### src/rtl/shift_register_arb_ctrl.sv
// Round-robin arbiter feeding one shared parallel-load, MSB-first serial shift register.
// Each granted word is shifted out at a bit period of (div_i + 1) clock cycles, sampled at load.
module shift_register_arb_ctrl #(
    parameter int WIDTH = 8,
    parameter int NREQ  = 2,
    parameter int DIV_W = 8
) (
    input  logic                      clk,
    input  logic                      reset_n,
    input  logic [NREQ-1:0]           req_valid_i,
    input  logic [NREQ*WIDTH-1:0]     req_data_i,
    output logic [NREQ-1:0]           req_ready_o,
    input  logic [DIV_W-1:0]          div_i,
    output logic                      ser_o,
    output logic                      ser_valid_o,
    output logic                      ser_bit_o,
    output logic                      ser_last_o,
    output logic [$clog2(NREQ)-1:0]   grant_id_o,
    output logic                      busy_o,
    output logic                      done_o,
    output logic                      dbg_state_o
);

    localparam int GW = $clog2(NREQ);
    localparam int BW = $clog2(WIDTH);
    localparam logic [GW:0]   NREQ_W   = (GW+1)'(NREQ);
    localparam logic [GW-1:0] LAST_REQ = GW'(NREQ - 1);

    // Handshake: a word moves when req_valid_i[g] & req_ready_o[g] at a rising edge.
    // Ready is only offered in IDLE, to at most one requester, and never depends on ready.
    typedef enum logic {
        IDLE  = 1'b0,
        SHIFT = 1'b1
    } state_t;

    state_t            state_q, state_d;
    logic [WIDTH-1:0]  shreg;
    logic [BW-1:0]     bit_cnt;
    logic [DIV_W-1:0]  div_cnt;
    logic [DIV_W-1:0]  div_q;
    logic [GW-1:0]     rr_ptr;

    logic              gnt_found;
    logic [GW-1:0]     gnt_idx;
    logic [GW:0]       arb_sum;
    logic [WIDTH-1:0]  load_data;
    logic              handshake;
    logic              word_end;

    // Search from rr_ptr upward, wrapping, for the first valid requester.
    always_comb begin
        gnt_found = 1'b0;
        gnt_idx   = '0;
        arb_sum   = '0;
        for (int k = 0; k < NREQ; k++) begin
            arb_sum = {1'b0, rr_ptr} + (GW+1)'(k);
            if (arb_sum >= NREQ_W) begin
                arb_sum = arb_sum - NREQ_W;
            end
            if (!gnt_found && req_valid_i[arb_sum[GW-1:0]]) begin
                gnt_found = 1'b1;
                gnt_idx   = arb_sum[GW-1:0];
            end
        end
    end

    always_comb begin
        load_data = '0;
        for (int k = 0; k < NREQ; k++) begin
            if (GW'(k) == gnt_idx) begin
                load_data = req_data_i[k*WIDTH +: WIDTH];
            end
        end
    end

    always_comb begin
        req_ready_o = '0;
        if (state_q == IDLE && gnt_found) begin
            req_ready_o[gnt_idx] = 1'b1;
        end
    end

    assign handshake = (state_q == IDLE) && gnt_found;
    assign word_end  = (state_q == SHIFT) && (div_cnt == '0) && (bit_cnt == '0);

    always_ff @(posedge clk or negedge reset_n) begin
        if (!reset_n) begin
            state_q <= IDLE;
        end else begin
            state_q <= state_d;
        end
    end

    always_comb begin
        state_d = state_q;
        case (state_q)
            IDLE:    if (handshake) state_d = SHIFT;
            SHIFT:   if (word_end)  state_d = IDLE;
            default: state_d = IDLE;
        endcase
    end

    always_ff @(posedge clk or negedge reset_n) begin
        if (!reset_n) begin
            shreg      <= '0;
            bit_cnt    <= '0;
            div_cnt    <= '0;
            div_q      <= '0;
            rr_ptr     <= '0;
            grant_id_o <= '0;
            done_o     <= 1'b0;
        end else begin
            done_o <= 1'b0;
            if (state_q == IDLE) begin
                if (handshake) begin
                    shreg      <= load_data;
                    div_q      <= div_i;
                    div_cnt    <= div_i;
                    bit_cnt    <= BW'(WIDTH - 1);
                    grant_id_o <= gnt_idx;
                    rr_ptr     <= (gnt_idx == LAST_REQ) ? '0 : gnt_idx + GW'(1);
                end
            end else if (div_cnt == '0) begin
                if (bit_cnt == '0) begin
                    done_o <= 1'b1;
                end else begin
                    shreg   <= {shreg[WIDTH-2:0], 1'b0};
                    bit_cnt <= bit_cnt - BW'(1);
                    div_cnt <= div_q;
                end
            end else begin
                div_cnt <= div_cnt - DIV_W'(1);
            end
        end
    end

    // Serial outputs are gated by state so an async reset silences them at once.
    assign busy_o      = (state_q == SHIFT);
    assign ser_valid_o = busy_o;
    assign ser_o       = busy_o && shreg[WIDTH-1];
    assign ser_bit_o   = busy_o && (div_cnt == div_q);
    assign ser_last_o  = busy_o && (bit_cnt == '0);
    assign dbg_state_o = state_q;

endmodule

### config.mk
export PLATFORM = sky130hd
export DESIGN_NAME = shift_register_arb_ctrl
export DESIGN_NICKNAME = d
export VERILOG_FILES = /design/src/rtl/shift_register_arb_ctrl.sv
export SDC_FILE = /design/constraint.sdc
export NUM_CORES = 1
export LEC_CHECK = 0
export ABC_AREA = 0
export BUFFER_PORTS_ARGS = -buffer_cell sky130_fd_sc_hd__buf_2
export CAP_MARGIN = 40
export CORE_MARGIN = 2
export CORE_UTILIZATION = 54
export CTS_CLUSTER_DIAMETER = 40
export DETAILED_ROUTE_END_ITERATION = 8
export PLACE_DENSITY_LB_ADDON = 0.25
export SLEW_MARGIN = 20
export SYNTH_ARGS = -nofsm -noshare
export SYNTH_HDL_FRONTEND = slang
export SYNTH_SLANG_ARGS = --single-unit
### constraint.sdc
create_clock -name clk -period 3.06 [get_ports clk]
set_input_delay 0.306 -clock clk [delete_from_list [all_inputs] [get_ports clk]]
set_output_delay 0.306 -clock clk [all_outputs]
set_load 0.005 [all_outputs]
==> results of run 1 <==
==> stage by stage <==
step                      total power, µW  instance area (µm²)  hold slack (ns)
after floorplan                       993                 1840           0.0104
after global placement               1080                 2040            0.386
after detailed placement             1100                 2050            0.393
after CTS                            1320                 2090           0.0207
after global routing                 1410                 2090           0.0514
final                                1310                 2090        0.0000203
==> metal layers <==
metal / vias up / track usage [%] / wire length [µm]
met5: - / 0 / 0
met1: 700 / 25.9 / 1540
li1: 730 / - / -
met2: 38 / 33.6 / 1880
met3: 7 / 5.59 / 175
met4: 0 / 7.22 / 58
==> sequential cells by signal (all words and copies together), names as in the netlist <==
signal / count
shreg: 8
grant_id_o: 1
rr_ptr: 1
done_o: 1
busy_o: 1
div_cnt: 8
bit_cnt: 3
div_q: 8
==> cell families after synthesis <==
family / share of synthesized area (%)
buffers and inverters: 5.70
DFF: 42.1
muxes: 13.4
xor gates and xnor gates: 5.70
and+or+nand+nor: 15.3
AOI/OAI and AO/OA: 15.1
adders and majority gates: 2.72
==> path summary, 6_finish.rpt <==
check	start	endpoint	slack (ns)	cells past startpoint
max	div_cnt[2]$_DFFE_PN0P_	shreg[5]$_DFFE_PN0P_	0.56	5
min	reset_n	bit_cnt[0]$_DFFE_PN0P_	0.00002	1
max reg2reg	div_cnt[2]$_DFFE_PN0P_	shreg[5]$_DFFE_PN0P_	0.56	5
min reg2reg	grant_id_o$_DFFE_PN0P_	grant_id_o$_DFFE_PN0P_	0.49	1
max in group asynchronous	reset_n	div_q[5]$_DFFE_PN0P_	2.60	1
min in group clk	div_i[0]	div_q[0]$_DFFE_PN0P_	0.21	2
==> layout make-up <==
class / instances / area (µm²)
fillers: 317 / 1220
multi-input cells: 136 / 962
flip-flops and latches: 31 / 776
repair buffers: 42 / 223
well taps: 46 / 57.6
clock buffers: 6 / 41.3
inverters: 9 / 33.8
==> cell usage in the layout, fill, tap and decap left out, types with 2 or more instances in the layout <==
cell type,netlist,final
nor3_1,5,5
o21ai_0,16,15
nand2_1,17,17
ha_1,4,4
mux2i_1,10,10
o22ai_1,3,3
dfrtp_1,31,31
a31oi_1,4,4
nand4_1,2,2
nand2b_1,4,4
o211ai_1,3,3
a21oi_1,4,4
nor2b_1,2,2
mux2_2,13,13
buf_2,2,37
xnor2_1,7,7
o31ai_1,2,2
clkbuf_4,0,5
buf_4,3,5
xor2_1,5,5
inv_1,9,9
nor2_1,9,9
nand3_1,4,4
a21o_1,2,2
==> cell usage after synthesis (3+ instances only) <==
library cell	number	share of area, %
dfrtp_1	31	42
buf_4	3	1.2
o22ai_1	3	1.0
mux2i_1	10	5.4
nand3_1	4	1.1
nand2b_1	4	1.4
mux2_2	13	7.9
a21oi_1	4	1.1
xnor2_1	7	3.3
o211ai_1	3	1.2
a31oi_1	4	1.4
nor2_1	9	1.8
inv_1	9	1.8
clkbuf_1	8	1.6
ha_1	4	2.7
nor3_1	5	1.4
xor2_1	5	2.4
nand2_1	17	3.5
o21ai_0	16	4.3
==> critical path: stages, from the launching register on <==
cell and delay (ns):
dfrtp_1 0.46, or4_1 0.69, nor3b_4 0.40, nand2_2 0.12, a21oi_4 0.34, mux2_2 0.38
==> power by group <==
| part | leakage (µW) | internal (µW) | switching (µW) | total, µW |
|---|---|---|---|---|
| combinational | 0.000611 | 238 | 204 | 442 |
| clock | 0.0000242 | 81.5 | 130 | 212 |
| sequential | 0.000347 | 517 | 135 | 652 |
| total | 0.000982 | 837 | 469 | 1310 |
==> results, run 1 <==
- The synthesized design contains 0 enable-type register cells.
- The detailed-routing iteration count for the pre-antenna-repair pass is 4.
- STA classifies the critical path startpoint as a flop.
- The number of failing hold endpoints at the final stage is 0.
- STA classifies the critical path endpoint as a flop.
- The tree is rooted in a clkbuf_4.
- The placeable core region is 3310 µm².
- The congestion estimate from routability-driven global placement came to 0.775.
- After clock tree synthesis, the setup repair step added 0 buffers.
- The die covers 3900 µm².
- The routed design has 3650 µm of wire.
- The type of the worst setup path is flop to flop.
- In this run the tightest slew margin relative to its limit is 54.0%.
- The number of antenna diodes in the final layout is 0.
- The leakage component of the power is 0.000982 µW.
- For this run, the top clock speed supported by timing is 401 MHz.
- The final critical path time including I/O delays and setup is 2.50 ns.
- The number of maximum-capacitance constraint violations is 0.
- The total global routing track utilization is 20.4%.
- The Yosys step of the flow raised 0 warnings.
- The H-tree was split into 2 levels.
- After detailed routing, the number of vias per cell comes to 5.46.
- The initial antenna violation count was 0.
- Prior to clock tree synthesis, the placed netlist has a worst setup slack of 0.561 ns.
- The overall die width is 62.4 µm.
- The number of global-route vias before repair is 1383.
- The post-synthesis to final-layout area growth is 13.6%.
- The global route total overflow is 0.
- In the finished design, the share of the clock period the worst path needs comes to 81.6%.
- Synthesis handed over a netlist of 191 instances.
- The worst-case IR drop observed on VDD is 400 µV.
- The overall die height is 62.4 µm.
- The number of gates resized after CTS was 0.
- The top fanout value on the critical path is 9.
- The register clock-pin slew on the reported worst setup and hold paths is 0.10 ns.
- In this run the cell area of the synthesized design comes to 1840 µm².
- The final layout contains 257 nets.
- The predominant post-synthesis flop cell is dfrtp_1.
- Setup violations remaining at the end of the flow were counted as 0.
- The required time at the endpoint of the critical path is 3.28 ns.
- Across the routed clock network, the largest skew measured is 0.0139 ns.
- The global-route wire length before repair is 6300 µm.
- For this run, asynchronously set or reset flops after synthesis account for 100%.
- For this design the top-level I/O count stands at 38.
- Of the synthesized area, sequential elements account for 42.1%.
- The number of clock sinks is 31.
- The post-route non-filler standard cell count is 270.
- Synthesis produced a netlist with a net count of 223.
- For the worst setup path, the data arrival time is 2.72 ns.
- The final standard cell utilization of the core is 63.2%.
- The hold-fix buffer count after cts is 0.
- The number of slew-limit violations in the final report is 0.
- For this block, the initial DRC count from the detailed router was 60.
- Input and output buffers added on the ports amount to 37.
- The TritonCTS clock tree is yes.
- Once the floorplan was initialized, standard cells occupied 55.7% of the core.
- The flip-flop and latch count after synthesis is 31.
- After legalization and detailed placement, the total HPWL measured 2760 µm.
- The post-synthesis area per instance is 9.65 µm².
- The run finished with clean final reports.
- TritonCTS created 5 clock buffers.
- For this block, the via count after detailed routing is 1475.
- Entering global routing, the biggest net connects 32 pins.
- The antenna violation net count after detailed routing is 0.
- Counting along the longest clock path gives a buffer depth of 2.
- The post-route netlist has 29.0% of its cells at a drive strength greater than 1.
- The post-synthesis cell type count is 46.
- The setup TNS after final layout is 0 ns.
- After detailed routing, the average wire length per cell comes to 13.5 µm.
- The measured slew at the worst slew-check pin is 0.689 ns.
- After detailed routing, the number of remaining DRC violations is 0.
- Setup repair after global routing left no endpoint under its margin.
- The path category of the worst min-delay check is input pin to asynchronous set/reset pin.
- The cell count after placement is 264.
- The cell area power density is 624 nW/µm².
- The initialized floorplan defines 21 standard-cell rows.
- The clock latency on the worst-skew pair is 0.34 ns.
- The post-route worst setup slack is 0.564 ns.
Note: power is estimated with default switching activity, not from simulation.
==> run 2: changes to the inputs <==
--- a/config.mk
+++ b/config.mk
@@ -9,7 +9,7 @@
 export BUFFER_PORTS_ARGS = -buffer_cell sky130_fd_sc_hd__buf_2
 export CAP_MARGIN = 40
 export CORE_MARGIN = 2
-export CORE_UTILIZATION = 54
+export CORE_UTILIZATION = 49
 export CTS_CLUSTER_DIAMETER = 40
 export DETAILED_ROUTE_END_ITERATION = 8
 export PLACE_DENSITY_LB_ADDON = 0.25
==> constraint.sdc (replaced) <==
create_clock -name clk -period 2 [get_ports clk]
set_input_delay 0.2 -clock clk [delete_from_list [all_inputs] [get_ports clk]]
set_output_delay 0.2 -clock clk [all_outputs]
set_load 0.005 [all_outputs]
==> run 2 against run 1 <==
  * The run now ends with setup timing left
  * Clock power rose to 3.1 times the previous value
  * Combinational power up 120%
  * Sequential cell count unchanged
  * Maximum frequency up 21%
  * Final cell count up 9.3%
  * Utilization up 2.6 points
  * Clock skew down 0.0092 ns
  * Worst hold slack better by 0.15 ns
  * Register-to-register slack worse by 0.62 ns
  * Global-route usage up 1.1 points
  * Sequential share of layout area down 4.6 points
  * Worst setup slack worse by 0.62 ns
  * Largest cell class unchanged
  * Largest power group is now combinational logic
==> results, run 2 (synthesis gave the netlist of run 1 again) <==
- The post-synthesis to final-layout area growth is 29.9%.
- After global routing the overflow that remains totals 0.
- For this run, the share of the core covered by cells in the final layout is 65.9%.
- The maximum number of pins on one net before global-route repair is 32.
- In this run the register-to-register setup slack is -0.06 ns.
- The violation count after the first detailed-route iteration is 65.
- The path category of the worst min-delay check is input pin to flop.
- Clock tree synthesis inserted a total of 5 buffers.
- The floorplan has 22 rows.
- In this run the worst path has a maximum fanout of 9.
- The checks that failed: setup timing.
- The global-route wire length before repair is 6940 µm.
- The number of antenna diodes in the final layout is 0.
- The launching element type of the critical path is a flop.
- The initial antenna violation count was 0.
- The number of slew-limit violations in the final report is 0.
- Clock tree synthesis selected as its root buffer the cell clkbuf_8.
- The total half-perimeter wirelength after legalization and detailed placement is 2860 µm.
- The detail-routed net length per standard cell is 13.7 µm.
- Clock-pin slew was measured on the worst setup and hold paths at 0.07 ns.
- The cell area power density is 1060 nW/µm².
- The area of placed instances is 2240 µm².
- The signal arrival time at the worst endpoint is 2.23 ns.
- Across all layers, the routed design uses 1538 vias.
- The leading cell type in the layout, fill and taps excluded is buf_2.
- The worst vdd rail ir drop is 686 µV.
- Max-cap violations in this run came to 0.
- The leakage component of the power is 0.00117 µW.
- The clock passes through at most 2 buffers.
- The portion of the clock cycle consumed by the worst path in the final layout is 103%.
- Measured against its own limit, the worst slew margin works out to 54.4%.
- The number of failing hold endpoints at the final stage is 0.
- The number of vias per cell is 5.21.
- The worst setup path startpoint is div_cnt[5]$_DFFE_PN0P_.
- The largest registers in the layout are div_cnt x8, div_q x8, shreg x8.
- The number of clock sinks is 31.
- The weighted congestion at the end of routability-driven global placement is 0.812.
- The share of layout cells above drive strength 1 is 37.2%.
- The startpoint identified for the worst register-to-register timing path is div_cnt[5]$_DFFE_PN0P_.
- Setup repair after global routing could not meet its margin everywhere.
- The number of global-route vias before repair was 1497.
- Setup violations remaining at the end of the flow were counted as 7.
- Wires add up to 4050 µm.
- For this run, the top clock speed supported by timing is 486 MHz.
- The clock latency on the worst-skew pair is 0.29 ns.
- Subtracting the final worst setup slack from the clock period gives 2.06 ns.
- The TritonCTS clock tree is yes.
- Summing all flip-flop and latch instances after layout gives 776 µm².
- The die footprint is 4270 µm².
- Data on the critical path is required at its endpoint by 2.18 ns.
- The destination of the worst hold path is div_q[1]$_DFFE_PN0P_.
- Measured along the x axis, the die boundary spans 65.3 µm.
- The run finished, with violations left.
- From bottom edge to top edge, the die measures 65.3 µm.
- The number of nets at the end of the flow is 278.
- The region available for standard cell placement spans 3630 µm².
- The worst setup path is of the flop to flop kind.
- The multi-input logic area is 1010 µm².
- For the pin with the worst max-slew slack, the measured transition is 0.683 ns.
- After routing the design area is 2390 µm².
- The initial core utilization is 50.7%.
- The number of cells on the worst reg-to-reg path is 6.
- The post-route worst setup slack is -0.0572 ns.
- In this run the remaining antenna-violating nets after routing total 0.
- The worst hold path begins at div_i[1].
- The H-tree generated during clock tree synthesis spans 2 levels.
- The worst setup path is captured at a flop.
- The cell depth of the worst hold path is 2.
- In the routed design, unresolved DRC markers number 0.
- In the global route stage, overall resource usage came out at 21.5%.
- The worst register-to-register path ends at shreg[3]$_DFFE_PN0P_.
- Across the routed clock network, the largest skew measured is 0.00464 ns.
- The number of filler instances in the final layout is 322.
- In the layout the commonest cells are buf_2 (37), dfrtp_1 (31), buf_4 (24).
- The pre-antenna-repair detailed-routing pass consisted of 4 iterations.
- The number of top-level pins is 38.
- The count of buffers added on input and output ports is 37.
## run 2: cell types whose count changed in the layout (fill, tap and decap cells not counted), sizes merged
cell / change
clkinv: +1
dlygate4sd3: +1
bufinv: +1
buf: +20
## run 2: report_power, final
part,internal (µW),leakage (µW),total (µW),switching (µW)
Combinational,516,0.000762,957,441
Sequential,793,0.000347,935,142
Clock,403,0.0000612,647,244
Total,1710,0.00117,2540,828
## run 2: routing by layer
metal	share of wire, %	track usage (%)	up-vias
met1	47	29.4	723
li1	-	-	778
met3	4.3	6.68	7
met5	0	0	-
met4	1.7	4.69	0
met2	47	33.8	30
## run 2: layout make-up
class | instances | share of cell area, %
inverter | 9 | 1.41
sequential | 31 | 32.4
multi-input combinational | 136 | 42.2
tap | 48 | 2.51
timing repair buffer | 63 | 16.5
clock buffer | 6 | 3.45
clock inverter | 2 | 1.46
## run 2: stage by stage
step	setup WS, ns	TNS (ns)	std cells	total power, µW	hold slack (ns)
global route	-0.143	-1.02	295	2720	0.152
CTS	-0.0310	-0.208	294	2540	0.142
floorplan	-0.269	-2.23	191	1540	-0.0956
detailed placement	-0.0951	-0.752	285	1860	0.278
finish	-0.0572	-0.356	295	2540	0.147
global placement	-0.0377	-0.234	285	1850	0.289
## run 2: critical path, stage by stage, from the launching register on
cell and delay [ns]:
dfrtp_1 0.38, or4_4 0.57, nor3b_4 0.28, nand2_2 0.10, a21oi_4 0.15, buf_12 0.15, mux2_4 0.30
## run 2: worst max path at each step
stage                             endpoint  depth (start not counted)
finish                shreg[3]$_DFFE_PN0P_                          6
floorplan             shreg[1]$_DFFE_PN0P_                          6
global route          shreg[5]$_DFFE_PN0P_                          6
global placement    div_cnt[5]$_DFFE_PN0P_                          5
detailed placement    shreg[3]$_DFFE_PN0P_                          6
CTS                   shreg[3]$_DFFE_PN0P_                          6
## run 2: repair_timing
| item | CTS | global route |
|---|---|---|
| hold buffers | 1 | 0 |
| setup endpoints to repair | 13 | 16 |
| setup buffers | 0 | 1 |
| gates resized for setup | 1 | 5 |
| endpoints found under the hold margin | 31 | 0 |
| pin swaps | 1 | 1 |
==> run 3: changes to the inputs <==
--- a/config.mk
+++ b/config.mk
@@ -12,7 +12,7 @@
 export CORE_UTILIZATION = 49
 export CTS_CLUSTER_DIAMETER = 40
 export DETAILED_ROUTE_END_ITERATION = 8
-export PLACE_DENSITY_LB_ADDON = 0.25
+export PLACE_DENSITY = 0.73
 export SLEW_MARGIN = 20
 export SYNTH_ARGS = -nofsm -noshare
 export SYNTH_HDL_FRONTEND = slang
==> constraint.sdc (replaced) <==
create_clock -name clk -period 2 [get_ports clk]
set_input_delay 0.2 -clock clk [delete_from_list [all_inputs] [get_ports clk]]
set_output_delay 0.2 -clock clk [all_outputs]
set_load 0.01 [all_outputs]
==> run 3 against run 2 <==
  * The run now ends clean
  * Cell area is 3.6% lower
  * Highest routed layer unchanged
  * Combinational power decreased by 4.4%
  * Routed wire length fell by 3.3%
  * Largest power group is now registers
==> results, run 3 (synthesis gave the netlist of run 1 again) <==
- The largest registers in the layout are div_cnt x8, div_q x8, shreg x8.
- Together, buffers and inverters on the worst path number 1.
- The switching power summed over all nets is 776 µW.
- The number of global-route vias before repair is 1457.
- Walking the worst path, the cells encountered are or4_4 -> nor3b_4 -> nand2_2 -> a21oi_4 -> buf_12 -> mux2_4.
- Per report_power, the clock group accounts for 20.0% of the total.
- The category of the worst setup path capture point is a flop.
- Max-cap violations in this run came to 0.
- In this run the worst hold path is classified as input pin to flop.
- The required time at the endpoint of the critical path is 2.16 ns.
- Data on the critical path arrives at its endpoint at 2.14 ns.
- Setup slack on the worst reg-to-reg path comes out at 0.02 ns.
- Dividing the detail-routed wire length by the instance count gives 13.5 µm.
- Clock-pin slew was measured on the worst setup and hold paths at 0.06 ns.
- The internal power of the cells totals 1530 µW.
- The clock root buffer master is clkbuf_8.
- The relative slew slack is 52.7%.
- The final hold slack is 0.168 ns.
- The number of nets at the end of the flow is 273.
- The number of antenna diodes in the final layout is 0.
- The floorplan has 22 rows.
- The portion of the clock cycle consumed by the worst path in the final layout is 99.2%.
- Among all stages on the critical path, the largest delay is contributed by or4_4.
- The die is 65.3 µm tall.
- Once placement finished, the instance area stood at 2210 µm².
- Setup repair after global routing could not meet its margin everywhere.
- Along the worst hold path, the cell count comes to 2.
- The beginning of the worst register-to-register path is div_cnt[5]$_DFFE_PN0P_.
- The routed wire length is 3920 µm.
- The floorplan step defined a die boundary enclosing 4270 µm².
- Summing all non-filler instances in the final layout gives an area of 2310 µm².
- The clock tree buffer depth is 2.
- The number of top-level pins is 38.
- The placeable core region is 3630 µm².
- In this run the number of H-tree levels came out at 2.
- The type of the worst setup path is flop to flop.
- The cell area power density is 1000 nW/µm².
- The total global routing track utilization is 20.7%.
- The hold path startpoint is div_i[2].
- The share of layout cells above drive strength 1 is 33.9%.
- The multi-input logic area is 995 µm².
- The number of slew-limit violations in the final report is 0.
- From left edge to right edge, the die measures 65.3 µm.
- The layout has 336 filler cells.
- The number of cells on the worst reg-to-reg path is 6.
- In the layout the commonest cells are buf_2 (37), dfrtp_1 (31), buf_4 (18).
- The worst reg2reg path endpoint is shreg[2]$_DFFE_PN0P_.
- TritonCTS built the clock tree.
- Counting tap cells, the placed design contains a total of 281 instances.
- The final count of negative-setup-slack endpoints is 0.
- Detailed placement finished with a half-perimeter wire length of 2880 µm.
- Of the total power, combinational logic draws 39.7%.
- IR analysis of the VDD net gives a maximum drop of 657 µV.
- The leading cell type in the layout, fill and taps excluded is buf_2.
- The initial antenna violation count was 0.
- The flow ran to the end, and the final reports show no timing, DRC or antenna violations.
- Using the TritonRoute via totals, the vias-per-cell ratio works out to 5.19.
- For the worst-skew pair, the clock arrives at the later sink with an insertion delay of 0.27 ns.
- The launching element type of the critical path is a flop.
- The number of clock sinks is 31.
- The maximum number of pins on one net before global-route repair is 32.
- The global route total overflow is 0.
- The measured slew at the worst slew-check pin is 0.709 ns.
- The leakage component of the power is 0.00112 µW.
- The final route contains 1506 vias.
- The kind of cell with the highest combined delay along the critical path is simple AND/OR/NAND/NOR gates.
- The share of total power consumed by net switching is 33.6%.
- The area growth from synthesis to layout is 25.2%.
- The weighted congestion at the end of routability-driven global placement is 0.835.
- The top fanout value on the critical path is 9.
- The maximum clock frequency is 504 MHz.
- For this run, design rule violations remaining after detail routing come to 0.
- Leaving out filler cells and counting taps, the final layout contains 290.
- The violation count after the first detailed-route iteration is 60.
- Subtracting the final worst setup slack from the clock period gives 1.98 ns.
- The global-route wire length before repair is 6760 µm.
- The destination of the worst hold path is div_q[2]$_DFFE_PN0P_.
- In this run the tool buffered the top-level ports with 37 buffer cells.
- The number of failing hold endpoints at the final stage is 0.
- The setup skew after layout is 0.00406 ns.
- The count of nets left with antenna violations once routing finished came out at 0.
- The delay contributed by the slowest stage of the critical path is 0.56 ns.
- The pre-antenna-repair detailed-routing pass consisted of 4 iterations.
- The final standard cell utilization of the core is 63.5%.
- The part of the power in registers is 40.3%.
- The number of clock buffers added by TritonCTS is 5.
- For this configuration, the core starts out at a cell density of 50.7%.
- The area taken by flip-flops and latches is 776 µm².
-- run 3: changes by cell type in the layout (fill, tap and decap cells not counted) --
cell       before  now
a21boi_0        1    0
a21boi_1        0    2
a21boi_4        1    0
buf_4          24   18
buf_6           0    1
bufinv_16       1    0
clkbuf_1        0    2
clkbuf_8        6    5
nor2b_1         0    2
nor2b_2         2    0
-- run 3: final cells by class --
class,count,area share [%]
clock buffers,7,3.31
clock inverters,1,0.217
inverters,9,1.46
multi-input cells,136,43.1
flip-flops and latches,31,33.6
well taps,48,2.60
repair buffers,58,15.7
-- run 3: what timing repair did --
item | 4_1_cts | 5_1_grt
setup buffers | 0 | 0
resized for setup | 2 | 2
hold buffers | 1 | 0
endpoints found under the hold margin | 23 | 0
setup endpoints to repair | 12 | 12
-- run 3: power groups by stage --
stage	Combinational, µW	Sequential, µW	Clock (µW)
after CTS	925	927	484
final	915	930	462
after detailed placement	910	933	0
after floorplan	636	913	0
after global routing	1020	954	517
after global placement	889	926	0
-- run 3: routing by layer --
layer	track usage [%]	share of wire [%]
met3	5.82	3.5
met1	27.6	49
met4	4.69	0.61
met2	33.7	47
met5	0	0
-- run 3: how the worst max path moves through the flow --
| stage | startpoint | slack [ns] | cells past startpoint | end |
|---|---|---|---|---|
| after floorplan | div_cnt[3]$_DFFE_PN0P_ | -0.27 | 6 | shreg[1]$_DFFE_PN0P_ |
| after global placement | div_cnt[5]$_DFFE_PN0P_ | -0.03 | 5 | div_cnt[5]$_DFFE_PN0P_ |
| after detailed placement | div_cnt[5]$_DFFE_PN0P_ | -0.06 | 5 | div_cnt[5]$_DFFE_PN0P_ |
| after CTS | div_cnt[5]$_DFFE_PN0P_ | 0.01 | 6 | shreg[2]$_DFFE_PN0P_ |
| after global routing | div_cnt[5]$_DFFE_PN0P_ | -0.05 | 7 | div_cnt[3]$_DFFE_PN0P_ |
| final | div_cnt[5]$_DFFE_PN0P_ | 0.02 | 6 | shreg[2]$_DFFE_PN0P_ |
-- run 3: stage by stage --
step / setup TNS (ns) / power (µW) / worst slack, ns
2_1_floorplan: -2.23 / 1550 / -0.269
3_3_place_gp: -0.0300 / 1820 / -0.0300
3_5_place_dp: -0.201 / 1840 / -0.0579
4_1_cts: 0 / 2340 / 0.00996
5_1_grt: -0.426 / 2490 / -0.0546
6_report: 0 / 2310 / 0.0163
-- run 3: worst reg2reg max path, cell delays in order, from the launching register on --
cell and delay (ns):
dfrtp_1 0.38, or4_4 0.56, nor3b_4 0.24, nand2_2 0.09, a21oi_4 0.15, buf_12 0.15, mux2_4 0.30
